File: src/rtl/regfile_wb_arbiter_if.sv
// Write-side bus of the register file arbiter: writeback, issue, long-latency
// handshake, scoreboard query and the register file write port.
interface regfile_wb_arbiter_if;
    logic        wb_valid;
    logic [4:0]  wb_rd;
    logic [31:0] wb_data;
    logic        iss_valid;
    logic [4:0]  iss_rd;
    logic        lu_valid;
    logic        lu_ready;
    logic [4:0]  lu_rd;
    logic [31:0] lu_data;
    logic [4:0]  busy_raddr1;
    logic [4:0]  busy_raddr2;
    logic        busy1;
    logic        busy2;
    logic        reg_wr;
    logic [4:0]  waddr;
    logic [31:0] wdata;
    logic [15:0] stall_cnt;

    modport slave (
        input  wb_valid, wb_rd, wb_data,
        input  iss_valid, iss_rd,
        input  lu_valid, lu_rd, lu_data,
        input  busy_raddr1, busy_raddr2,
        output lu_ready, busy1, busy2,
        output reg_wr, waddr, wdata, stall_cnt
    );

    modport master (
        output wb_valid, wb_rd, wb_data,
        output iss_valid, iss_rd,
        output lu_valid, lu_rd, lu_data,
        output busy_raddr1, busy_raddr2,
        input  lu_ready, busy1, busy2,
        input  reg_wr, waddr, wdata, stall_cnt
    );
endinterface

File: src/rtl/regfile_wb_arbiter.sv
// Register file write arbiter: pipeline writeback has priority, long-latency
// results queue in a FIFO and drain in idle slots; pending scoreboard for decode.
// Optional blocked-drain counter enabled by defining WB_STALL_CNT_EN.
module regfile_wb_arbiter #(
    parameter int DEPTH = 2
) (
    input  logic                 clk,
    input  logic                 reset,
    regfile_wb_arbiter_if.slave  bus
);
    localparam int AW = (DEPTH > 1) ? $clog2(DEPTH) : 1;
    localparam int CW = $clog2(DEPTH + 1);

    typedef struct packed {
        logic [4:0]  rd;
        logic [31:0] data;
    } lu_entry_t;

    lu_entry_t     mem [DEPTH];
    lu_entry_t     head;
    logic [AW-1:0] wptr, rptr;
    logic [CW-1:0] occ;
    logic [31:0]   pending, pending_nxt;
    logic          full, empty, push, pop, wb_hit;

    assign full  = (occ == CW'(DEPTH));
    assign empty = (occ == '0);
    assign head  = mem[rptr];

    // lu_ready depends on registered occupancy only, so a pop cannot open a slot
    // in the same cycle.
    assign bus.lu_ready = !full;

    assign wb_hit = bus.wb_valid && (bus.wb_rd != 5'd0);
    assign push   = bus.lu_valid && !full && (bus.lu_rd != 5'd0);
    assign pop    = !wb_hit && !empty;

    always_comb begin
        bus.reg_wr = 1'b0;
        bus.waddr  = 5'd0;
        bus.wdata  = 32'd0;
        if (reset) begin
            if (wb_hit) begin
                bus.reg_wr = 1'b1;
                bus.waddr  = bus.wb_rd;
                bus.wdata  = bus.wb_data;
            end else if (!empty) begin
                bus.reg_wr = 1'b1;
                bus.waddr  = head.rd;
                bus.wdata  = head.data;
            end
        end
    end

    always_ff @(posedge clk or negedge reset) begin
        if (!reset) begin
            wptr <= '0;
            rptr <= '0;
            occ  <= '0;
        end else begin
            if (push) wptr <= wptr + 1'b1;
            if (pop)  rptr <= rptr + 1'b1;
            case ({push, pop})
                2'b10:   occ <= occ + 1'b1;
                2'b01:   occ <= occ - 1'b1;
                default: occ <= occ;
            endcase
        end
    end

    // Storage needs no reset: occupancy alone decides what is valid.
    always_ff @(posedge clk) begin
        if (push) mem[wptr] <= '{rd: bus.lu_rd, data: bus.lu_data};
    end

    // Clear first, then set, so an issue to the register being retired wins.
    always_comb begin
        pending_nxt = pending;
        if (pop) pending_nxt[head.rd] = 1'b0;
        if (bus.iss_valid) pending_nxt[bus.iss_rd] = 1'b1;
        pending_nxt[0] = 1'b0;
    end

    always_ff @(posedge clk or negedge reset) begin
        if (!reset) pending <= '0;
        else        pending <= pending_nxt;
    end

    assign bus.busy1 = pending[bus.busy_raddr1];
    assign bus.busy2 = pending[bus.busy_raddr2];

`ifdef WB_STALL_CNT_EN
    logic [15:0] stall_q;

    always_ff @(posedge clk or negedge reset) begin
        if (!reset)                                  stall_q <= 16'd0;
        else if (wb_hit && !empty && stall_q != 16'hFFFF) stall_q <= stall_q + 16'd1;
    end

    assign bus.stall_cnt = stall_q;
`else
    assign bus.stall_cnt = 16'd0;
`endif

endmodule

File: src/flat_wrapper.sv
// flat-port wrapper written by rule: the top's interface ports become plain ports
module regfile_wb_arbiter_flat 
#(
    parameter int DEPTH = 2
)
  (clk, reset, bus_wb_valid, bus_wb_rd, bus_wb_data, bus_iss_valid, bus_iss_rd, bus_lu_valid, bus_lu_rd, bus_lu_data, bus_busy_raddr1, bus_busy_raddr2, bus_lu_ready, bus_busy1, bus_busy2, bus_reg_wr, bus_waddr, bus_wdata, bus_stall_cnt);
  regfile_wb_arbiter_if bus_i ();
  input  logic clk;
  input  logic reset;
  input wire logic [$bits(bus_i.wb_valid)-1:0] bus_wb_valid;
  input wire logic [$bits(bus_i.wb_rd)-1:0] bus_wb_rd;
  input wire logic [$bits(bus_i.wb_data)-1:0] bus_wb_data;
  input wire logic [$bits(bus_i.iss_valid)-1:0] bus_iss_valid;
  input wire logic [$bits(bus_i.iss_rd)-1:0] bus_iss_rd;
  input wire logic [$bits(bus_i.lu_valid)-1:0] bus_lu_valid;
  input wire logic [$bits(bus_i.lu_rd)-1:0] bus_lu_rd;
  input wire logic [$bits(bus_i.lu_data)-1:0] bus_lu_data;
  input wire logic [$bits(bus_i.busy_raddr1)-1:0] bus_busy_raddr1;
  input wire logic [$bits(bus_i.busy_raddr2)-1:0] bus_busy_raddr2;
  output wire logic [$bits(bus_i.lu_ready)-1:0] bus_lu_ready;
  output wire logic [$bits(bus_i.busy1)-1:0] bus_busy1;
  output wire logic [$bits(bus_i.busy2)-1:0] bus_busy2;
  output wire logic [$bits(bus_i.reg_wr)-1:0] bus_reg_wr;
  output wire logic [$bits(bus_i.waddr)-1:0] bus_waddr;
  output wire logic [$bits(bus_i.wdata)-1:0] bus_wdata;
  output wire logic [$bits(bus_i.stall_cnt)-1:0] bus_stall_cnt;
  assign bus_i.wb_valid = bus_wb_valid;
  assign bus_i.wb_rd = bus_wb_rd;
  assign bus_i.wb_data = bus_wb_data;
  assign bus_i.iss_valid = bus_iss_valid;
  assign bus_i.iss_rd = bus_iss_rd;
  assign bus_i.lu_valid = bus_lu_valid;
  assign bus_i.lu_rd = bus_lu_rd;
  assign bus_i.lu_data = bus_lu_data;
  assign bus_i.busy_raddr1 = bus_busy_raddr1;
  assign bus_i.busy_raddr2 = bus_busy_raddr2;
  assign bus_lu_ready = bus_i.lu_ready;
  assign bus_busy1 = bus_i.busy1;
  assign bus_busy2 = bus_i.busy2;
  assign bus_reg_wr = bus_i.reg_wr;
  assign bus_waddr = bus_i.waddr;
  assign bus_wdata = bus_i.wdata;
  assign bus_stall_cnt = bus_i.stall_cnt;
  regfile_wb_arbiter #(.DEPTH(DEPTH)) u_core (.clk(clk), .reset(reset), .bus(bus_i));
endmodule
File: config.mk
export PLATFORM = sky130hd
export DESIGN_NAME = regfile_wb_arbiter_flat
export DESIGN_NICKNAME = d
export VERILOG_FILES = /design/src/rtl/regfile_wb_arbiter_if.sv /design/src/rtl/regfile_wb_arbiter.sv /design/src/flat_wrapper.sv
export SDC_FILE = /design/constraint.sdc
export NUM_CORES = 1
export LEC_CHECK = 0
export ABC_CLOCK_PERIOD_IN_PS = 3500
export CAP_MARGIN = 20
export CORE_UTILIZATION = 45
export CTS_BUF_LIST = sky130_fd_sc_hd__clkbuf_8
export DETAILED_ROUTE_END_ITERATION = 10
export GPL_TIMING_DRIVEN = 0
export PLACE_DENSITY = 0.83
export SLEW_MARGIN = 5
export SYNTH_ARGS = -nofsm -noshare
export SYNTH_HDL_FRONTEND = slang
export SYNTH_SLANG_ARGS = --single-unit
File: constraint.sdc
create_clock -name clk -period 3.5 [get_ports clk]
set_input_delay 0.7 -clock clk [delete_from_list [all_inputs] [get_ports clk]]
set_output_delay 0.7 -clock clk [all_outputs]
set_load 0.01 [all_outputs]
==> summary.md <==
| Metric | Value |
|---|---|
| Outcome | `finished with violations` |
| Failing checks | `negative setup slack` |
| CP most frequent cell | `clkdlybuf4s50_1` |
| Pins Over Slew Limit | `0` |
| Internal power | `between 3000 and 4000 uW` |
| Final period util | `107.7%` |
| Setup slack, reg-to-reg | `between 1 and 1.5 ns` |
| Core Area | `approximately 13000 um^2` |
| Io pins | `151` |
| Worst-path clk slew | `approximately 0.10 ns` |
| Max Cap Viol | `0` |
| Root Driver | `clkbuf_8` |
| Mapped Area | `between 5000 and 6000 um^2` |
| Syn Inst Count | `517` |
| Static leakage | `between 0.003 and 0.004 uW` |
| Clock sink count | `about 110` |
| Post-Route WL | `approximately 16 mm` |
| Main flop type after synthesis | `edfxtp_1` |
| Async S/R FF share, synth | `roughly 32%` |
| Via density | `5.597` |
| Post-DP HPWL | `about 12 mm` |
| Worst-margin pin slew | `between 1 and 1.5 ns` |
| Reg2reg end | `u_core.pending[11]$_DFF_PN0_` |
| Largest net degree at the start of global routing | `38` |
| All-Layer GR Usage | `between 20% and 30%` |
| Number of synthesized flops with an enable pin | `74` |
| WL per Instance | `18.61 um` |
| Switching share of power | `a little over a third` |
| YS warnings | `0` |
| CP Max Fanout | `10` |
| Pre-CTS WS | `-0.5745 ns` |
| Cts hold-fix bufs | `0` |
| DIE HEIGHT | `about 120 um` |
| CTS tree | `yes` |
| Die area | `between 10000 and 15000 um^2` |
| Share of cells above drive strength 1 | `~15%` |
| Critical Path Max Stage Delay | `between 0.5 and 0.6 ns` |
| Final ANT Viol Nets | `0` |
| Fill count | `between 900 and 1000` |
| Vias in the first global route | `between 4000 and 5000` |
| DRC | `0` |
| FMAX | `between 200 and 300 MHz` |
| Worst path bufs/invs | `3` |
| Crit end category | `primary output` |
| NetSw | `about 1700 uW` |
| Hold Violations, Final | `0` |
| Unrepaired setup endpoints after global routing | `yes` |
| #FFs+latches synth | `roughly 110` |
| CTS H-Tree Depth | `3` |
| Synth cell types | `41` |
| Worst-Skew Late Latency | `approximately 0.38 ns` |
| Aggregate global routing overflow | `0` |
| Clock power share | `between 10% and 20%` |
| Fin cells | `852` |
| Tightest Hold Check Type | `input pin to async pin` |
| # rows | `about 40` |
| Number of port buffers | `approximately 130` |
| Pre-antenna DRT Iters | `7` |
| Delay-heaviest family, CP | `buffers and inverters` |
| Starting density of the core | `46.13%` |
| Worst path arrival time | `3.07 ns` |
| First-pass GRT wire length | `between 20 and 25 mm` |
| Minimum clock period | `3.770 ns` |
| Routability congestion estimate | `0.8982` |
| Comb power frac | `39.9%` |
| Placed insts | `approximately 840` |
| Setup-failing EPs final | `16` |
| Area delta synth->final | `32.80%` |
| Mapped Avg Cell Area | `11.21 um^2` |
| Setup TNS | `-2.856 ns` |
| VDD IR max | `~0.28 mV` |
| Reg2reg path depth | `6` |
| CP Class | `input pin to primary output` |
| CTS Buffer Depth | `2` |
| Die X | `between 100 and 150 um` |
| Register share of total power | `a little over two fifths` |
| Initial antenna violation count | `0` |
| CP cell instances | `clkdlybuf4s50_1 -> or4_4 -> o21ai_4 -> buf_4 -> nand3_1 -> a21boi_0 -> clkdlybuf4s50_1` |
| Ant diodes | `0` |
| Dpl cell area | `around 7400 um^2` |
| Worst r2r src | `u_core.rptr$_DFFE_PN0N_` |
| Max-slew headroom | `between 30 and 40%` |
| Layout Nets | `770` |
| CTS Buf Count | `9` |
| Via count of the routed design | `4769` |
| Clock skew | `approximately 0.012 ns` |
| Setup WS post-layout | `-0.2697 ns` |
| Critical Path RT | `around 2.8 ns` |
| Cell Pwr Density | `639.7 nW/um^2` |
| Final Util | `about three fifths` |
| Crit path max-delay cell type | `or4_4` |
| Post-route design area | `approximately 7700 um^2` |
| Startpoint types | `input pin` |
| Sequential element share of the synthesized area | `53.43%` |
| Initial DRC count | `between 300 and 400` |
worst register-to-register path, cell delays in order (launching register included):
cell and delay [ns]:
dfrtp_1 0.33, clkbuf_1 0.27, buf_2 0.35, mux2i_1 0.51, nand3_1 0.32, o41ai_1 0.37
nand2_1 0.11
how the worst max path moves through the flow:
stage                      start                    endpoint  slack [ns]  depth (start not counted)
floorplan           bus_lu_rd[3]  u_core.mem[0][0]$_DFFE_PP_        0.54                          3
global placement           reset                bus_wdata[0]       -1.21                          5
detailed placement  bus_wb_rd[3]                bus_wdata[0]       -0.57                          7
CTS                 bus_wb_rd[3]               bus_wdata[25]       -0.29                          7
global route        bus_wb_rd[1]               bus_wdata[20]       -0.34                          7
finish              bus_wb_rd[1]               bus_wdata[10]       -0.27                          7
final cells by class:
cell class	instances	area (um^2)	share of cell area, %
Clock inverter	7	112.6	1.462
Multi-Input combinational cell	369	2502	32.50
Timing Repair Buffer	134	1350	17.53
Clock buffer	9	123.9	1.609
Tap cell	172	215.2	2.795
Sequential cell	109	3098	40.23
Buffer	49	286.5	3.721
Inverter	3	11.26	0.1462
per-stage QoR:
stage	hold slack, ns	total power (uW)
2_1_floorplan	0.4044	3260
3_3_place_gp	0.4818	3902
3_5_place_dp	0.5134	4037
4_1_cts	0.2697	4916
5_1_grt	0.2953	5164
6_report	0.2655	4925
sequential cells by signal, summed over array words and instances, names as in the netlist:
signal	flops
u_core.rptr	1
u_core.occ	2
u_core.pending	31
u_core.wptr	1
u_core.mem	74
Yosys cell counts (8+ instances only):
| cell type | instances | area share, % |
|---|---|---|
| edfxtp_1 | 74 | 38 |
| nand3_1 | 51 | 4.4 |
| mux2i_1 | 23 | 4.0 |
| a21boi_0 | 34 | 4.4 |
| dfrtp_1 | 35 | 15 |
| mux2_2 | 37 | 7.2 |
| buf_4 | 16 | 2.1 |
| clkbuf_1 | 24 | 1.6 |
| o41ai_1 | 31 | 4.7 |
| nor2_1 | 11 | 0.71 |
| nand2b_1 | 8 | 0.86 |
| nand2_1 | 100 | 6.5 |
repair_timing:
action	in CTS	in global routing
setup buffers	3	0
pin swaps	1	2
resized for setup	28	36
setup endpoints to repair	40	37
cell families (layout without fill, tap and decap cells):
kind of cell	Yosys count	count (layout)	synth area share, %
and+or+nand+nor	192	192	15.13
muxes	66	66	13.49
other	1	16	0.06468
DFF	109	109	53.43
xor gates and xnor gates	5	5	0.7554
adders and majority gates	1	1	0.2158
AOI/OAI and AO/OA	89	89	12.00
buffers and inverters	54	202	4.920
power by group through the flow:
stage	sequential, uW	combinational, uW	clock [uW]
2_1_floorplan	1990	1270	0
3_3_place_gp	2070	1840	0
3_5_place_dp	2080	1960	0
4_1_cts	2050	1960	907
5_1_grt	2100	2110	953
6_report	2060	1970	898
layer usage:
metal  routed length (um)  vias up  share of wire (%)  global-route usage (%)
li1                     -     2207                  -                       -
met1                 6141     2266                 39                   29.57
met2                 7806      264                 49                   41.88
met3                 1582       32                 10                   6.642
met4                  327        0                2.1                   9.264
met5                    0        -                  0                       0
cell usage in the layout (no fill, tap or decap), types with 3 or more instances in the layout:
cell type and count:
dfrtp_1 35, nor2b_1 6, bufinv_16 3, a21boi_1 5, nand3_1 51, and3b_1 3, buf_6 3, clkdlybuf4s50_1 100
conb_1 16, mux2_2 37, xnor2_1 3, a22oi_1 4, edfxtp_1 74, nor2_1 9, nand2b_1 8, buf_4 22
nor3b_1 4, clkbuf_8 9, mux4_2 6, nand2_1 100, dlygate4sd2_1 9, inv_1 3, o211ai_1 3, a21boi_0 27
clkbuf_2 5, a21oi_1 6, mux2i_1 23, buf_2 4, clkbuf_1 21, o41ai_1 31, dlymetal6s2s_1 14
(Power assumes the default switching activity.)
